$ cat src/rtl/vga_pkg.sv
// Shared types, constants and colour helpers for the framebuffer scan-out path.
package vga_pkg;

  // Display modes; request value 3 is reserved and falls back to the framebuffer.
  typedef enum logic [1:0] {
    MODE_FB     = 2'd0,
    MODE_BARS   = 2'd1,
    MODE_BORDER = 2'd2
  } mode_e;

  // Mode controller states.
  typedef enum logic {
    IDLE_FRAME = 1'b0,
    LATCH      = 1'b1
  } mode_state_e;

  // Colour bars, indexed by the top three bits of fb_x.
  localparam logic [23:0] BAR_RGB [8] = '{
    24'hFFFFFF,  // white
    24'hFFFF00,  // yellow
    24'h00FFFF,  // cyan
    24'h00FF00,  // green
    24'hFF00FF,  // magenta
    24'hFF0000,  // red
    24'h0000FF,  // blue
    24'h000000   // black
  };

  // Replicate the top bits into the low bits so full scale maps to 8'hFF.
  function automatic logic [7:0] expand5(input logic [4:0] c);
    return {c, c[4:2]};
  endfunction

  function automatic logic [7:0] expand6(input logic [5:0] g);
    return {g, g[5:4]};
  endfunction

  // Reserved request code is applied as the framebuffer mode.
  function automatic mode_e map_mode(input logic [1:0] req);
    return (req == 2'd3) ? MODE_FB : mode_e'(req);
  endfunction

endpackage

$ cat src/rtl/vga_delay_line.sv
// Fixed-depth shift register used to keep side-band signals aligned with RAM data.
module vga_delay_line #(
  parameter int              WIDTH     = 1,
  parameter int              DEPTH     = 1,
  parameter logic [WIDTH-1:0] RESET_VAL = '0
) (
  input  logic             clock,
  input  logic             reset,
  input  logic [WIDTH-1:0] din,
  output logic [WIDTH-1:0] dout
);

  logic [WIDTH-1:0] stage_q [DEPTH];
  logic [WIDTH-1:0] stage_d [DEPTH];

  genvar gi;
  for (gi = 0; gi < DEPTH; gi++) begin : g_stage
    if (gi == 0) begin : g_head
      assign stage_d[gi] = din;
    end else begin : g_tail
      assign stage_d[gi] = stage_q[gi-1];
    end

    // One pipeline stage; reset loads the idle pattern.
    always_ff @(posedge clock or posedge reset) begin
      if (reset) begin
        stage_q[gi] <= RESET_VAL;
      end else begin
        stage_q[gi] <= stage_d[gi];
      end
    end
  end

  assign dout = stage_q[DEPTH-1];

endmodule

$ cat src/rtl/vga_fb_scanout.sv
// Framebuffer scan-out: screen-to-window mapping, RAM addressing, colour
// expansion, test modes and latency-matched sync/blank outputs.
module vga_fb_scanout
  import vga_pkg::*;
#(
  parameter int          FB_W_BITS   = 8,
  parameter int          FB_H_BITS   = 8,
  parameter int          SCALE_SHIFT = 0,
  parameter int          X_OFFSET    = 0,
  parameter int          Y_OFFSET    = 0,
  parameter int          PIX_BITS    = 15,
  parameter int          RAM_LATENCY = 1,
  parameter logic [23:0] BORDER_RGB  = 24'h000000
) (
  input  logic                           clock,
  input  logic                           reset,
  input  logic [11:0]                    display_col,
  input  logic [10:0]                    display_row,
  input  logic                           visible,
  input  logic                           hsync_in,
  input  logic                           vsync_in,
  input  logic [1:0]                     mode_req,
  output logic [FB_W_BITS+FB_H_BITS-1:0] address,
  input  logic [PIX_BITS-1:0]            pixel,
  output logic [7:0]                     red,
  output logic [7:0]                     green,
  output logic [7:0]                     blue,
  output logic                           hsync,
  output logic                           vsync,
  output logic                           blank_n,
  output logic                           frame_start,
  output logic [1:0]                     mode_active
);

  localparam int AW     = FB_W_BITS + FB_H_BITS;
  localparam int CW     = 13;  // column arithmetic with a guard bit
  localparam int RW     = 12;  // row arithmetic with a guard bit
  localparam int LINE_W = 7;   // {hsync, vsync, visible, in_win, bar[2:0]}
  localparam logic [LINE_W-1:0] LINE_IDLE = 7'b110_0000;

  if (PIX_BITS != 15 && PIX_BITS != 16) begin : g_bad_pix_bits
    $error("vga_fb_scanout: PIX_BITS must be 15 or 16");
  end
  if (SCALE_SHIFT < 0 || SCALE_SHIFT > 3) begin : g_bad_scale
    $error("vga_fb_scanout: SCALE_SHIFT must be 0..3");
  end
  if (RAM_LATENCY < 1 || RAM_LATENCY > 3) begin : g_bad_latency
    $error("vga_fb_scanout: RAM_LATENCY must be 1..3");
  end
  if (FB_W_BITS < 3 || FB_W_BITS > 11 || FB_H_BITS < 1 || FB_H_BITS > 10) begin : g_bad_fb
    $error("vga_fb_scanout: framebuffer size out of range");
  end

  // Stage 0: window mapping
  logic [CW-1:0]        x_rel, x_scaled;
  logic [RW-1:0]        y_rel, y_scaled;
  logic                 in_win;
  logic [FB_W_BITS-1:0] fb_x;
  logic [FB_H_BITS-1:0] fb_y;

  // Subtract the offset and de-replicate; explicit range checks prevent aliasing.
  always_comb begin
    x_rel    = {1'b0, display_col} - CW'(X_OFFSET);
    y_rel    = {1'b0, display_row} - RW'(Y_OFFSET);
    x_scaled = x_rel >> SCALE_SHIFT;
    y_scaled = y_rel >> SCALE_SHIFT;
    in_win   = ({1'b0, display_col} >= CW'(X_OFFSET))
            && (x_scaled < (CW'(1) << FB_W_BITS))
            && ({1'b0, display_row} >= RW'(Y_OFFSET))
            && (y_scaled < (RW'(1) << FB_H_BITS));
    fb_x     = x_scaled[FB_W_BITS-1:0];
    fb_y     = y_scaled[FB_H_BITS-1:0];
  end

  // Stage 1: RAM address register
  logic [AW-1:0] address_d, address_q;

  always_comb begin
    address_d = in_win ? {fb_x, fb_y} : '0;
  end

  // Address register feeding the block RAM.
  always_ff @(posedge clock or posedge reset) begin
    if (reset) begin
      address_q <= '0;
    end else begin
      address_q <= address_d;
    end
  end

  assign address = address_q;

  // Side-band delay line, matched to address register plus RAM latency
  logic [LINE_W-1:0] line_in, line_out;

  assign line_in = {hsync_in, vsync_in, visible, in_win, fb_x[FB_W_BITS-1 -: 3]};

  vga_delay_line #(
    .WIDTH     (LINE_W),
    .DEPTH     (RAM_LATENCY + 1),
    .RESET_VAL (LINE_IDLE)
  ) u_line (
    .clock (clock),
    .reset (reset),
    .din   (line_in),
    .dout  (line_out)
  );

  // Mode controller: latch the requested mode once per frame
  mode_state_e state_q;
  mode_e       mode_active_q;
  logic        vsync_prev_q;
  logic        frame_start_q;

  // Detect vsync falling edge, then apply mode_req for the whole next frame.
  always_ff @(posedge clock or posedge reset) begin
    if (reset) begin
      state_q       <= IDLE_FRAME;
      vsync_prev_q  <= 1'b1;
      mode_active_q <= MODE_FB;
      frame_start_q <= 1'b0;
    end else begin
      vsync_prev_q <= vsync_in;
      case (state_q)
        IDLE_FRAME: begin
          frame_start_q <= 1'b0;
          if (vsync_prev_q && !vsync_in) begin
            state_q <= LATCH;
          end
        end
        LATCH: begin
          mode_active_q <= map_mode(mode_req);
          frame_start_q <= 1'b1;
          state_q       <= IDLE_FRAME;
        end
        default: begin
          state_q       <= IDLE_FRAME;
          frame_start_q <= 1'b0;
        end
      endcase
    end
  end

  assign frame_start = frame_start_q;
  assign mode_active = mode_active_q;

  // Output stage: colour selection
  logic        d_hs, d_vs, d_vis, d_win;
  logic [2:0]  d_bar;
  logic [15:0] px16;
  logic [23:0] fb_rgb;
  logic [23:0] rgb_d, rgb_q;
  logic        hsync_d, hsync_q, vsync_d, vsync_q, blank_n_d, blank_n_q;

  // Pick the output colour: blanking, then border, then the active mode.
  always_comb begin
    {d_hs, d_vs, d_vis, d_win, d_bar} = line_out;
    px16 = 16'(pixel);
    if (PIX_BITS == 16) begin
      fb_rgb = {expand5(px16[15:11]), expand6(px16[10:5]), expand5(px16[4:0])};
    end else begin
      fb_rgb = {expand5(px16[14:10]), expand5(px16[9:5]), expand5(px16[4:0])};
    end

    rgb_d = 24'h000000;
    if (!d_vis) begin
      rgb_d = 24'h000000;
    end else if (!d_win) begin
      rgb_d = BORDER_RGB;
    end else begin
      case (mode_active_q)
        MODE_FB:   rgb_d = fb_rgb;
        MODE_BARS: rgb_d = BAR_RGB[d_bar];
        default:   rgb_d = BORDER_RGB;
      endcase
    end

    hsync_d   = d_hs;
    vsync_d   = d_vs;
    blank_n_d = d_vis;
  end

  // Final output registers; every output leaves through the same stage.
  always_ff @(posedge clock or posedge reset) begin
    if (reset) begin
      rgb_q     <= 24'h000000;
      hsync_q   <= 1'b1;
      vsync_q   <= 1'b1;
      blank_n_q <= 1'b0;
    end else begin
      rgb_q     <= rgb_d;
      hsync_q   <= hsync_d;
      vsync_q   <= vsync_d;
      blank_n_q <= blank_n_d;
    end
  end

  assign {red, green, blue} = rgb_q;
  assign hsync   = hsync_q;
  assign vsync   = vsync_q;
  assign blank_n = blank_n_q;

endmodule

$ cat config.mk
export PLATFORM = sky130hd
export DESIGN_NAME = vga_fb_scanout
export DESIGN_NICKNAME = d
export VERILOG_FILES = /design/src/rtl/vga_pkg.sv /design/src/rtl/vga_delay_line.sv /design/src/rtl/vga_fb_scanout.sv
export SDC_FILE = /design/constraint.sdc
export NUM_CORES = 1
export LEC_CHECK = 0
export BUFFER_PORTS_ARGS = -buffer_cell sky130_fd_sc_hd__buf_2
export CORE_ASPECT_RATIO = 1.2
export CORE_MARGIN = 2
export CORE_UTILIZATION = 45
export CTS_CLUSTER_SIZE = 30
export DETAILED_ROUTE_END_ITERATION = 10
export PLACE_DENSITY_LB_ADDON = 0.08
export SETUP_SLACK_MARGIN = 0.05
export SLEW_MARGIN = 25
export SYNTH_ARGS = -nofsm -noshare
export SYNTH_HDL_FRONTEND = slang
export SYNTH_SLANG_ARGS = --single-unit
$ cat constraint.sdc
create_clock -name clock -period 2 [get_ports clock]
set_input_delay 0.4 -clock clock [delete_from_list [all_inputs] [get_ports clock]]
set_output_delay 0.4 -clock clock [all_outputs]
set_load 0.005 [all_outputs]
# Word level (Yosys, flattened, before mapping)

Memories as Yosys holds them, arrays and structs flattened.
Index checks and enable logic that the tools add are counted.

Order comparisons: 3
Equal/unequal tests: 2
Muxes and demuxes: 10
Bitwise logic cells: 2
Reduce and logical (&&, ||, !) cells: 4

Operators by type and width:

| kind                  | number |
|---|---|
| $mux W24              | 4 |
| $pmux W24 S2          | 1 |
| $mux W16              | 1 |
| $lt A12 B9 Y1 const B | 1 |
| $lt A11 B9 Y1 const B | 1 |
| $ge A4 B4 Y1 const B  | 1 |
| $not A3 Y4            | 1 |
| $pmux W1 S2           | 2 |
| $eq A2 B1 Y1 const B  | 1 |
| $eq A2 B2 Y1 const B  | 1 |
| $logic_and A1 B1 Y1   | 2 |
| $logic_not A2 Y1      | 1 |
| $mux W2               | 1 |
| $logic_not A1 Y1      | 1 |
| $mux W1               | 1 |
| $not A1 Y1            | 1 |

Flip-flop bits (word level): 62
ROM bits: 192
Input port bits: 45
Output and inout port bits: 46
Word-level logic and storage cells: 33
Memories kept: 1

Memories:

| name            | depth | width | read ports | clocked after memory_dff | write ports | RTL line              | source |
|---|---|---|---|---|---|---|---|
| (no name shown) | 8     | 24    | 1          | 0                        | 0           | vga_fb_scanout.sv:173 | `MODE_BARS: rgb_d = BAR_RGB[d_bar];` |

# Depth between registers and ports, before layout

Depth after elaboration: 7
Depth in mapped cells: 4
Mapped depth without buffers: 2

# Modules after synthesis

From an unflattened synthesis, not the netlist that was laid out.

Cells, all modules: 130
Area total of the unflattened synthesis: 1,880.6 sq um

Modules (own cells, without submodules):

| module         | instances | cells an instance | area an instance (sq um) | sequential area each (sq um) |
|---|---|---|---|---|
| vga_fb_scanout | 1         | 115               | 1,521.5                  | 979.7 |
| vga_delay_line | 1         | 15                | 359.1                    | 355.3 |

# Least setup slack after synthesis

OpenSTA, ideal clock, no wires.

Path type: input-to-reg
From: in display_row[10]
To: reg address_q[10], in the netlist address[10]
Setup time: 0.067 ns
Data arrival time: 1.460 ns
Required time: 1.933 ns
Setup slack: 0.473 ns
Cell stages on the path: 4
Path buffers: 2
Cell sequence: or4_1 buf_2 buf_2 and4bb_2

Word-level cells in the longest chain between the ends: 3

Ends and longest elaborated chain:

| element              | RTL line             | source |
|---|---|---|
| start, declared      | vga_fb_scanout.sv:18 | `input logic [10:0] display_row,` |
| $lt A11 B9 Y1        | vga_fb_scanout.sv:70 | `&& (y_scaled < (RW'(1) << FB_H_BITS));` |
| $logic_and A1 B1 Y1  | vga_fb_scanout.sv:70 |  |
| $mux W16             | vga_fb_scanout.sv:79 | `address_d = in_win ? {fb_x, fb_y} : '0;` |
| via address_d[10]    | vga_fb_scanout.sv:76 | `logic [AW-1:0] address_d, address_q;` |
| end signal, assigned | vga_fb_scanout.sv:87 | `address_q <= address_d;` |
| end, declared        | vga_fb_scanout.sv:76 |  |

The timed path passes the listed nets, and every way through them passes these cells.
A chain may end at the register's enable or synchronous reset.

# Worst setup path after layout

From: in display_row[10]
To: reg address_q[5], in the netlist address[5]

The elaborated chain is that of the path after synthesis.

==> impl_metrics.csv <==
group,metric,value,unit
worst_setup_path,crit_chain,"buf_2 -> or4_1 -> nor4bb_1",
cells_and_area,nets,257,
worst_setup_path,critical-path-max-stage-delay,760,ps
synthesis,synth_area_per_cell,14.46,um^2
detailed_routing,drtPass1Iterations,4,
synthesis,synth.distinct_cells,16,
cells_and_area,final_util,61.27,%
worst_setup_path,worstSetupStartpointType,"input port",
pwr,power.share.clock,35.5,%
worst_setup_path,cp_slowest_cell,"or4_1",
clock_network,cts.clk_slew.worst_paths,90,ps
pwr,p_switching,0.4038,mW
clock_network,cts_hold_repair.buffers,0,
detailed_routing,num_vias,1240,
placed_design,dp.cells,259,
detailed_routing,viasPerCell,4.644,
synthesis,yosysTopAreaCellShare,62.20,%
placed_design,routabilityCongestion,0.7609,
synthesis,synth.largest_area_cell,"dfrtp_1",
pwr,powerDensity,799.4,mW/mm^2
pwr,p_leak,1.323,nW
timing,maxSlewViolCount,0,
cells_and_area,diodes,0,
floorplanning,die_h,74.25,um
cells_and_area,syn2layout_area_growth,30.49,%
detailed_routing,route.detailed.drc,0,
placed_design,hpwl,2453,um
synthesis,synthCells,128,
clock_network,cts_tree,"done",
pwr,sequentialPowerShare,56.7,%
timing,setup_viol,0,
global_route,grt_max_degree,53,
run,drv_cap,0,
detailed_routing,drtIter0Drc,63,
global_route,grt_remaining_overflow,0,
floorplanning,dieArea,0.004643,mm^2
global_route,antenna_found_initial,0,
global_route,grt_use_total,15.63,%
clock_network,cts_max_path_buffers,2,
floorplanning,chipWidth,62.54,um
clock_network,cts_buffers,5,
timing,slew_headroom,50.37,%
clock_network,clkSinkCount,52,
worst_setup_path,arrival,1620,ps
global_route,grt_pass1_vias,1283,
synthesis,synth_seq_cells,52,
clock_network,h-tree-depth,2,
floorplanning,core_area,0.003941,mm^2
clock_network,post_cts_resize_count,0,
pwr,p_comb_share,7.7,%
detailed_routing,wire_per_inst,12.55,um
synthesis,yosysWarnings,0,
detailed_routing,routed_wl,3352,um
global_route,grt_pass1_wl,5520,um
timing,min_period,1422,ps
synthesis,synth_area_leaders,"dfrtp_1 62%, and4bb_2 8.8%, dfstp_2 8.5%",
worst_setup_path,crit_path_end_kind,"register",
timing,rsz0062_at_grt,"false",
synthesis,synth_fp_nets,173,
detailed_routing,ant_nets,0,
clock_network,clockRootBuffer,"clkbuf_8",
timing,worst_slew_pin_slew,741.7,ps
floorplanning,boundaryPins,91,
outcome,status,"complete, no violations",
pwr,peakVddDrop,0.7030,mV
timing,hold_slack,134.8,ps
floorplanning,start_util,46.95,%
timing,fin_crit_sh,71.11,%
clock_network,post_cts_buffers,0,
worst_setup_path,crit_type,"in -> reg",
timing,tns,0,ps
worst_setup_path,path_max_fanout,17,
worst_setup_path,critical_path_required,2190,ps
placed_design,port_buffers,90,
cells_and_area,final_cells,267,
cells_and_area,layout-drive-gt1-share,56.34,%
clock_network,clock_latency,300,ps
timing,hold_viol,0,
cells_and_area,fillCellCount,341,
worst_hold_path,hp-class,"in -> async",
pwr,p_sw_share,20.92,%
pwr,intPower,1.527,mW
timing,max_freq,0.7031,GHz
synthesis,yosysSeqAreaShare,70.72,%
timing,fin_skew,5.038,ps
synthesis,netlist_area,0.001851,mm^2
floorplanning,num_rows,25,
[area by class of cell]
class | count | area (um^2) | area share (%)
inverter | 3 | 11.26 | 0.4663
clock buffer | 5 | 68.82 | 2.850
sequential | 52 | 1309 | 54.20
clock inverter | 3 | 42.54 | 1.762
tap | 54 | 67.56 | 2.798
timing repair buffer | 92 | 478.0 | 19.79
multi-input combinational | 58 | 437.9 | 18.13
[routing by layer]
metal | share of wire, % | global-route usage [%] | up-vias
li1 | - | - | 590
met1 | 36 | 15.89 | 581
met2 | 52 | 28.55 | 62
met3 | 9.9 | 6.354 | 7
met4 | 1.6 | 7.160 | 0
met5 | 0 | 0 | -
[cell usage after synthesis (all sizes together)]
cell type  number
a21oi          15
and4bb         13
buf            11
clkbuf          4
dfrtp          46
dfstp           6
inv             3
nand2b         18
nand3b          3
nor2            1
nor3b           1
nor4            1
nor4bb          3
o21ai           2
or4             1
[cell families (layout without fill, tap and decap cells)]
logic type	after synthesis	in the layout	share of synthesized area, %
DFF	52	52	70.72
and+or+nand+nor	41	41	19.07
buffers and inverters	18	103	5.611
AOI/OAI and AO/OA	17	17	4.598
[critical path, delay by kind of cell]
kind | cells | cell delay [ps]
buffers and inverters | 1 | 90
and+or+nand+nor | 2 | 1130
[cell usage in the layout, fill, tap and decap left out, types with 2 or more instances in the layout]
master,count
a21oi_1,15
dfstp_2,6
nor4bb_1,3
clkbuf_8,5
inv_1,2
nand3b_1,3
buf_2,90
and4bb_2,13
dfrtp_1,46
nand2b_1,18
o21ai_0,2
[power groups by stage]
stage / Sequential (mW) / Clock [mW] / Combinational [mW]
floorplan: 1.11 / 0 / 0.0720
global placement: 1.11 / 0 / 0.147
detailed placement: 1.12 / 0 / 0.152
CTS: 1.10 / 0.720 / 0.152
global route: 1.10 / 0.765 / 0.169
finish: 1.10 / 0.686 / 0.149
[state kept, by name, indices dropped and copies added (netlist names)]
| signal | flops |
|---|---|
| address | 16 |
| blank_n | 1 |
| frame_start | 1 |
| hsync | 1 |
| mode_active | 2 |
| rgb_q | 15 |
| state_q | 1 |
| u_line.dout | 7 |
| u_line.stage_d | 7 |
| vsync | 1 |
[path summary, 6_finish.rpt]
kind | from | endpoint | slack, ps | depth (start not counted)
setup / recovery | display_row[10] | address[5]$_DFF_PP0_ | 580 | 3
hold / removal | reset | rgb_q[3]$_DFF_PP0_ | 130 | 3
setup reg to reg | mode_active[1]$_DFFE_PP0P_ | rgb_q[18]$_DFF_PP0_ | 770 | 2
hold reg to reg | u_line.stage_d[3]$_DFF_PP0_ | u_line.dout[3]$_DFF_PP0_ | 350 | 0
max in group asynchronous | reset | u_line.stage_d[6]$_DFF_PP1_ | 1590 | 3
min in group clock | hsync_in | u_line.stage_d[6]$_DFF_PP1_ | 200 | 1
[stage by stage]
| stage | worst slack (ps) | total power [mW] | area (um^2) |
|---|---|---|---|
| 2_1_floorplan | 352.1 | 1.185 | 1851 |
| 3_3_place_gp | 319.8 | 1.261 | 2303 |
| 3_5_place_dp | 250.3 | 1.269 | 2303 |
| 4_1_cts | 572.4 | 1.969 | 2415 |
| 5_1_grt | 460.4 | 2.033 | 2415 |
| 6_report | 577.8 | 1.930 | 2415 |
Power figures use the tool's default switching activity.
